--- config.mk ---
export PLATFORM = sky130hd
export DESIGN_NAME = data_mem_arbiter
export DESIGN_NICKNAME = d
export VERILOG_FILES = /design/src/rtl/data_mem_arbiter.sv
export SDC_FILE = /design/constraint.sdc
export NUM_CORES = 1
export LEC_CHECK = 0
export CORE_AREA = 2 2 117 119
export DETAILED_ROUTE_END_ITERATION = 8
export DIE_AREA = 0 0 119 121
export HOLD_SLACK_MARGIN = 0.03
export PLACE_DENSITY = 0.64
export SLEW_MARGIN = 20
export SYNTH_ARGS = -nofsm -noshare
export SYNTH_HDL_FRONTEND = slang
export SYNTH_SLANG_ARGS = --single-unit
--- constraint.sdc ---
create_clock -name clk -period 2.2 [get_ports clk]
set_clock_uncertainty 0.15 [all_clocks]
set_input_delay 0.22 -clock clk [delete_from_list [all_inputs] [get_ports clk]]
set_output_delay 0.22 -clock clk [all_outputs]
set_load 0.05 [all_outputs]
--- src/rtl/data_mem_arbiter.sv ---
// Two-requester (CPU / host) arbiter for the single-port data memory.
// Round-robin on contention, one access per two cycles, 2-cycle access latency.
module data_mem_arbiter #(
    parameter int DATA_WIDTH = 32,
    parameter int ADDR_WIDTH = 32
) (
    input  logic                  clk,
    input  logic                  rst,
    input  logic                  cpu_req,
    input  logic                  cpu_we,
    input  logic [ADDR_WIDTH-1:0] cpu_addr,
    input  logic [DATA_WIDTH-1:0] cpu_wdata,
    output logic [DATA_WIDTH-1:0] cpu_rdata,
    output logic                  cpu_ack,
    output logic                  cpu_stall,
    input  logic                  host_valid,
    input  logic                  host_we,
    input  logic [ADDR_WIDTH-1:0] host_addr,
    input  logic [DATA_WIDTH-1:0] host_wdata,
    output logic                  host_ready,
    output logic                  host_resp,
    output logic [DATA_WIDTH-1:0] host_rdata,
    output logic                  mem_en,
    output logic                  mem_we,
    output logic [ADDR_WIDTH-1:0] mem_addr,
    output logic [DATA_WIDTH-1:0] mem_wdata,
    input  logic [DATA_WIDTH-1:0] mem_rdata
);

    typedef enum logic {IDLE, WAIT} state_t;
    typedef enum logic {CPU, HOST} requester_t;

    state_t     state, state_nxt;
    requester_t owner, owner_nxt;
    requester_t last_grant, last_grant_nxt;
    logic       owner_we, owner_we_nxt;
    logic       pick_host;

    always_ff @(posedge clk) begin
        // NOTE: state registers use non-blocking assignments so every flop
        // samples the pre-edge values, independent of statement order.
        if (rst) begin
            state      <= IDLE;
            owner      <= CPU;
            last_grant <= HOST;
            owner_we   <= 1'b0;
        end else begin
            state      <= state_nxt;
            owner      <= owner_nxt;
            last_grant <= last_grant_nxt;
            owner_we   <= owner_we_nxt;
        end
    end

    always_comb begin
        // NOTE: every output and next-state term gets a default first, so no
        // path through the case statement can infer a latch.
        state_nxt      = state;
        owner_nxt      = owner;
        last_grant_nxt = last_grant;
        owner_we_nxt   = owner_we;
        pick_host      = 1'b0;
        mem_en         = 1'b0;
        mem_we         = 1'b0;
        mem_addr       = '0;
        mem_wdata      = '0;
        host_ready     = 1'b0;
        cpu_ack        = 1'b0;
        cpu_rdata      = '0;
        host_resp      = 1'b0;
        host_rdata     = '0;

        case (state)
            IDLE: begin
                // Outputs are held quiet while reset is applied.
                if (!rst && (cpu_req || host_valid)) begin
                    pick_host = host_valid && (!cpu_req || last_grant == CPU);
                    mem_en    = 1'b1;
                    if (pick_host) begin
                        mem_we         = host_we;
                        mem_addr       = host_addr;
                        mem_wdata      = host_wdata;
                        host_ready     = 1'b1;
                        owner_nxt      = HOST;
                        last_grant_nxt = HOST;
                        owner_we_nxt   = host_we;
                    end else begin
                        mem_we         = cpu_we;
                        mem_addr       = cpu_addr;
                        mem_wdata      = cpu_wdata;
                        owner_nxt      = CPU;
                        last_grant_nxt = CPU;
                        owner_we_nxt   = cpu_we;
                    end
                    state_nxt = WAIT;
                end
            end
            WAIT: begin
                state_nxt = IDLE;
                // A reset landing here drops the completion pulse entirely.
                if (!rst) begin
                    if (owner == CPU) begin
                        cpu_ack   = 1'b1;
                        cpu_rdata = mem_rdata;
                    end else begin
                        host_resp  = 1'b1;
                        host_rdata = mem_rdata;
                    end
                end
            end
            default: state_nxt = IDLE;
        endcase

        cpu_stall = cpu_req & ~cpu_ack;
    end

    // A completing write never overlaps a new write strobe.
    always_comb begin
        if (state == WAIT) begin
            assert (!(owner_we && mem_we));
        end
    end

endmodule

; ---- After elaboration in Yosys (flattened, before gate mapping)
; Cells that the tools add are included.
[classes]
n_mux = 27
bitwise_logic = 4
reduce_logical = 7
[op_table]
columns = cell, count
row1 = $mux 32, 12
row2 = $mux 1, 14
row3 = $not 1->1, 3
row4 = $logic_and 1x1->1, 2
row5 = $logic_not 1->1, 2
row6 = $logic_or 1x1->1, 2
row7 = $pmux 1 s2, 1
row8 = $reduce_and 2->1, 1
row9 = $and 1x1->1, 1
[word_totals]
reg_bits = 3
input_bits = 166
out_inout_bits = 134
elab_cells = 41

; ---- Logic depth before layout (Yosys ltp)
; Gate-level depths: netlist (run 1).
[logic_depth]
depth_word = 6
mapped_depth = 6

; ---- Least setup slack after synthesis (run 1)
; No wires, ideal clock.
[synth_path]
path_kind = flip-flop to flip-flop
start = reg last_grant
end = reg owner
setup_time_ns = 0.064
t_arrival_ns = 2.408
t_required_ns = 1.986
setup_slack_ns = -0.421
path_stages_with_launch = 4
path_cell_list = dfxtp_1 a21bo_2 nor4_1 o21ba_2
[synth_between]
elab_chain_len = 4
[synth_rtl]
columns = element, line
row1 = "start, declared", 35  ; requester_t last_grant, last_grant_nxt;
row2 = "start signal, assigned", 50  ; last_grant <= last_grant_nxt;
row3 = $not 1->1, 77  ; pick_host = host_valid && (!cpu_req || last_grant == CPU);
row4 = $logic_or 1x1->1, 77
row5 = $logic_and 1x1->1, 77
row6 = $mux 1, 79  ; if (pick_host) begin
row7 = "end signal, assigned", 49  ; owner <= owner_nxt;
row8 = "end, declared", 34  ; requester_t owner, owner_nxt;
; No other way between the ends.
; A chain may end at the register's enable or synchronous reset.

; ---- Final worst setup path (run 1)
[layout_path]
start = in rst
end = out mem_wdata[22]
[layout_between]
elab_chain_len = 4
[layout_rtl]
columns = element, line
row1 = "start, declared", 8  ; input logic rst,
row2 = $logic_not 1->1, n/a
row3 = $logic_and 1x1->1, 76  ; if (!rst && (cpu_req || host_valid)) begin
row4 = $mux 32, 76
row5 = $mux 32, 73  ; case (state)
row6 = "end, declared", 26  ; output logic [DATA_WIDTH-1:0] mem_wdata,
; No other way between the ends.

==> results of run 1 <==
## placed cells by master, fill, tap and decap left out, drive strengths merged
cell type / count
inv: 2
nor3b: 1
dfxtp: 3
nor2b: 1
a21oi: 65
o21ba: 1
nand2: 130
clkbuf: 8
and3b: 1
o31a: 1
nor2: 1
clkdlybuf4s50: 163
a21bo: 1
a211o: 1
and2: 64
buf: 152
nor4: 1
a21boi: 1
or3: 1
dlymetal6s2s: 2
## stage by stage
stage	std cells	util (%)	hold slack, ns	setup TNS, ns
floorplan	303	-	0.164	0
global placement	766	46.8	0.408	-5.08
detailed placement	766	46.8	0.435	-5.07
CTS	771	50.1	0.442	-0.0635
global route	776	51.2	0.463	0
finish	776	51.2	0.443	0
## worst paths after layout
check	start	to	slack (ns)	cells past startpoint
worst min register to register	last_grant$_SDFFE_PP1P_	last_grant$_SDFFE_PP1P_	0.44	1
worst min-delay path	last_grant$_SDFFE_PP1P_	last_grant$_SDFFE_PP1P_	0.44	1
worst max-delay path	rst	mem_wdata[22]	0.13	6
worst max register to register	state$_SDFF_PP0_	last_grant$_SDFFE_PP1P_	0.60	3
## cells by family after synthesis
logic type | after synthesis
DFF | 3
AOI/OAI and AO/OA | 70
and+or+nand+nor | 200
buffers and inverters | 30
## power breakdown
group	total, mW	switching (mW)	internal (mW)
clock network	0.290	0.0509	0.239
logic	1.55	0.758	0.793
registers	0.0637	0.00501	0.0587
total	1.90	0.814	1.09
## repair_timing
item / 4_1_cts / 5_1_grt
setup endpoints to repair: 65 / 44
pin swaps: 0 / 1
cloned: 1 / 4
setup buffers: 0 / 1
gates resized for setup: 73 / 7
## state kept, by name, indices dropped and copies added (netlist names)
| register | count |
|---|---|
| last_grant | 1 |
| owner | 1 |
| state | 1 |
## critical path, stage by stage
cell and delay, ns:
clkdlybuf4s50_1 0.43, or3_4 0.44, buf_8 0.21, a21oi_1 0.13, buf_4 0.13, buf_12 0.12
## routing by layer
layer  routed length, um  global-route usage [%]  vias up
li1                    -                       -     1555
met5                   0                       0        -
met3                 958                    3.67       10
met1                4430                    16.0     1456
met4                 162                    3.79        0
met2                6870                    30.2      172
## final cells by class
class | instances | area [um^2]
fillers | 1116 | 6390
flip-flops and latches | 3 | 60.1
repair buffers | 321 | 4680
clock buffers | 4 | 78.8
well taps | 176 | 220
multi-input cells | 270 | 1650
inverters | 2 | 7.51
==> metrics.md, run 1 <==
| Metric | Value |
|---|---|
| Status | `finished clean` |
| Largest cells by area after synthesis | `nand2_1 32%, and2_1 27%, a21oi_1 22%` |
| Share of cells above drive strength 1 | `around 37%` |
| First-pass GRT wire length | `~18000 um` |
| Area growth from synthesis to layout | `346%` |
| Setup-failing EPs final | `0` |
| Register area share after synthesis | `under 10%` |
| Post-Synth Adder-Cell Area | `0%` |
| Slew @ Worst Pin | `roughly 0.24 ns` |
| Initial core utilization | `11.5%` |
| Largest family of logic cells by synthesized area | `simple AND/OR/NAND/NOR gates` |
| Via density | `slightly above 4` |
| Routability congestion estimate | `approximately 0.84` |
| Synthesized Nets | `469` |
| Worst setup margin | `around 0.13 ns` |
| Clock Latency Late Sink | `roughly 0.22 ns` |
| FMAX | `483 MHz` |
| CP Data Required Time | `~1.8 ns` |
| Cell area after layout | `6700 um^2` |
| NumNets Final | `roughly 770` |
| Complex-gate fraction of the synthesized area | `24.6%` |
| Number of enable flip-flop cells after synthesis | `0` |
| CP arrival | `around 1.7 ns` |
| Final Cycle Share | `roughly 94%` |
| Ant diodes | `0` |
| Congestion Overflow GR | `0` |
| Post-synth top cells | `130 x nand2_1, 65 x a21oi_1, 64 x and2_1` |
| DRC errors left | `0` |
| Hold buffer count at cts | `0` |
| CTS tree | `yes` |
| Synthesized instance count | `about 300` |
| Yosys warnings | `0` |
| Most instantiated library cell after synthesis | `nand2_1` |
| Port bufs | `around 300` |
| Cell variety after synth | `20` |
| CTS Buf Count | `3` |
| DP Worst Slack | `-0.129 ns` |
| DP Wirelength | `slightly above 9000 um` |
| Placement Rows | `42` |
| Total track usage | `15.2%` |
| Mux share of post-synthesis cell area | `0%` |
| Core area | `about 13000 um^2` |
| Fin. max-slew vios | `0` |
| DRT iter0 DRCs | `150` |
| Clk buf depth | `2` |
| Pwr/cell area | `approximately 280 nW/um^2` |
| Top-level I/O count | `300` |
| Post-DRT Antenna Nets | `0` |
| RSZ-0062 raised after global routing | `no` |
| Max-cap violations | `0` |
| Hold Path Class | `register to register` |
| Worst slew margin | `between 80% and 90%` |
| Peak VDD IR | `between 0.15 and 0.2 mV` |
| # clock sinks | `3` |
| Predominant post-synthesis flop cell | `dfxtp_1` |
| Initial antenna violation count | `0` |
| Width of the chip | `~120 um` |
| Htree depth | `1` |
| Pwr Total | `approximately 1.9 mW` |
| Top cell type's share of synthesized area | `roughly 32%` |
| Critical-path maximum fanout | `24` |
| Clock Tree Root | `clkbuf_16` |
| Minimum clock period | `between 2 and 2.5 ns` |
| Crit Path Category | `input pin to output port` |
| Die area | `14400 um^2` |
| Routed vias | `approximately 3200` |
| WL/cell | `about 16 um` |
| Top cell type by total area after synthesis | `nand2_1` |
| Worst-path clk slew | `about 0.030 ns` |
| Mean Syn Cell Area | `4.96 um^2` |
| CP Launch Type | `input pin` |
| Yosys reg bits | `3` |
| Vias in the first global route | `3279` |
| Final wirelength | `about 12000 um` |
| Maximum number of pins on one net before global-route repair | `45` |
| Leakage power | `between 2 and 3 nW` |
| Final Hold Viols | `0` |
| Cell area after placement | `between 6000 and 7000 um^2` |
| Pre-antenna DRT Iters | `4` |
| Die Ht | `about 120 um` |
| Mapped cell area | `~1500 um^2` |
| Synth Area in XOR/XNOR | `0%` |
| Critical Path Sink Type | `output port` |
| Synth Area in Simple Gates | `between 60% and 70%` |
| Post-synth ARST share | `0%` |
No activity file was read; power rests on OpenSTA's default activity.
==> run 2, diff against run 1 <==
- HOLD_SLACK_MARGIN: 0.03 -> not set
==> results of run 2 <==
Final layout, timing and power as in run 1 (identical DEF).
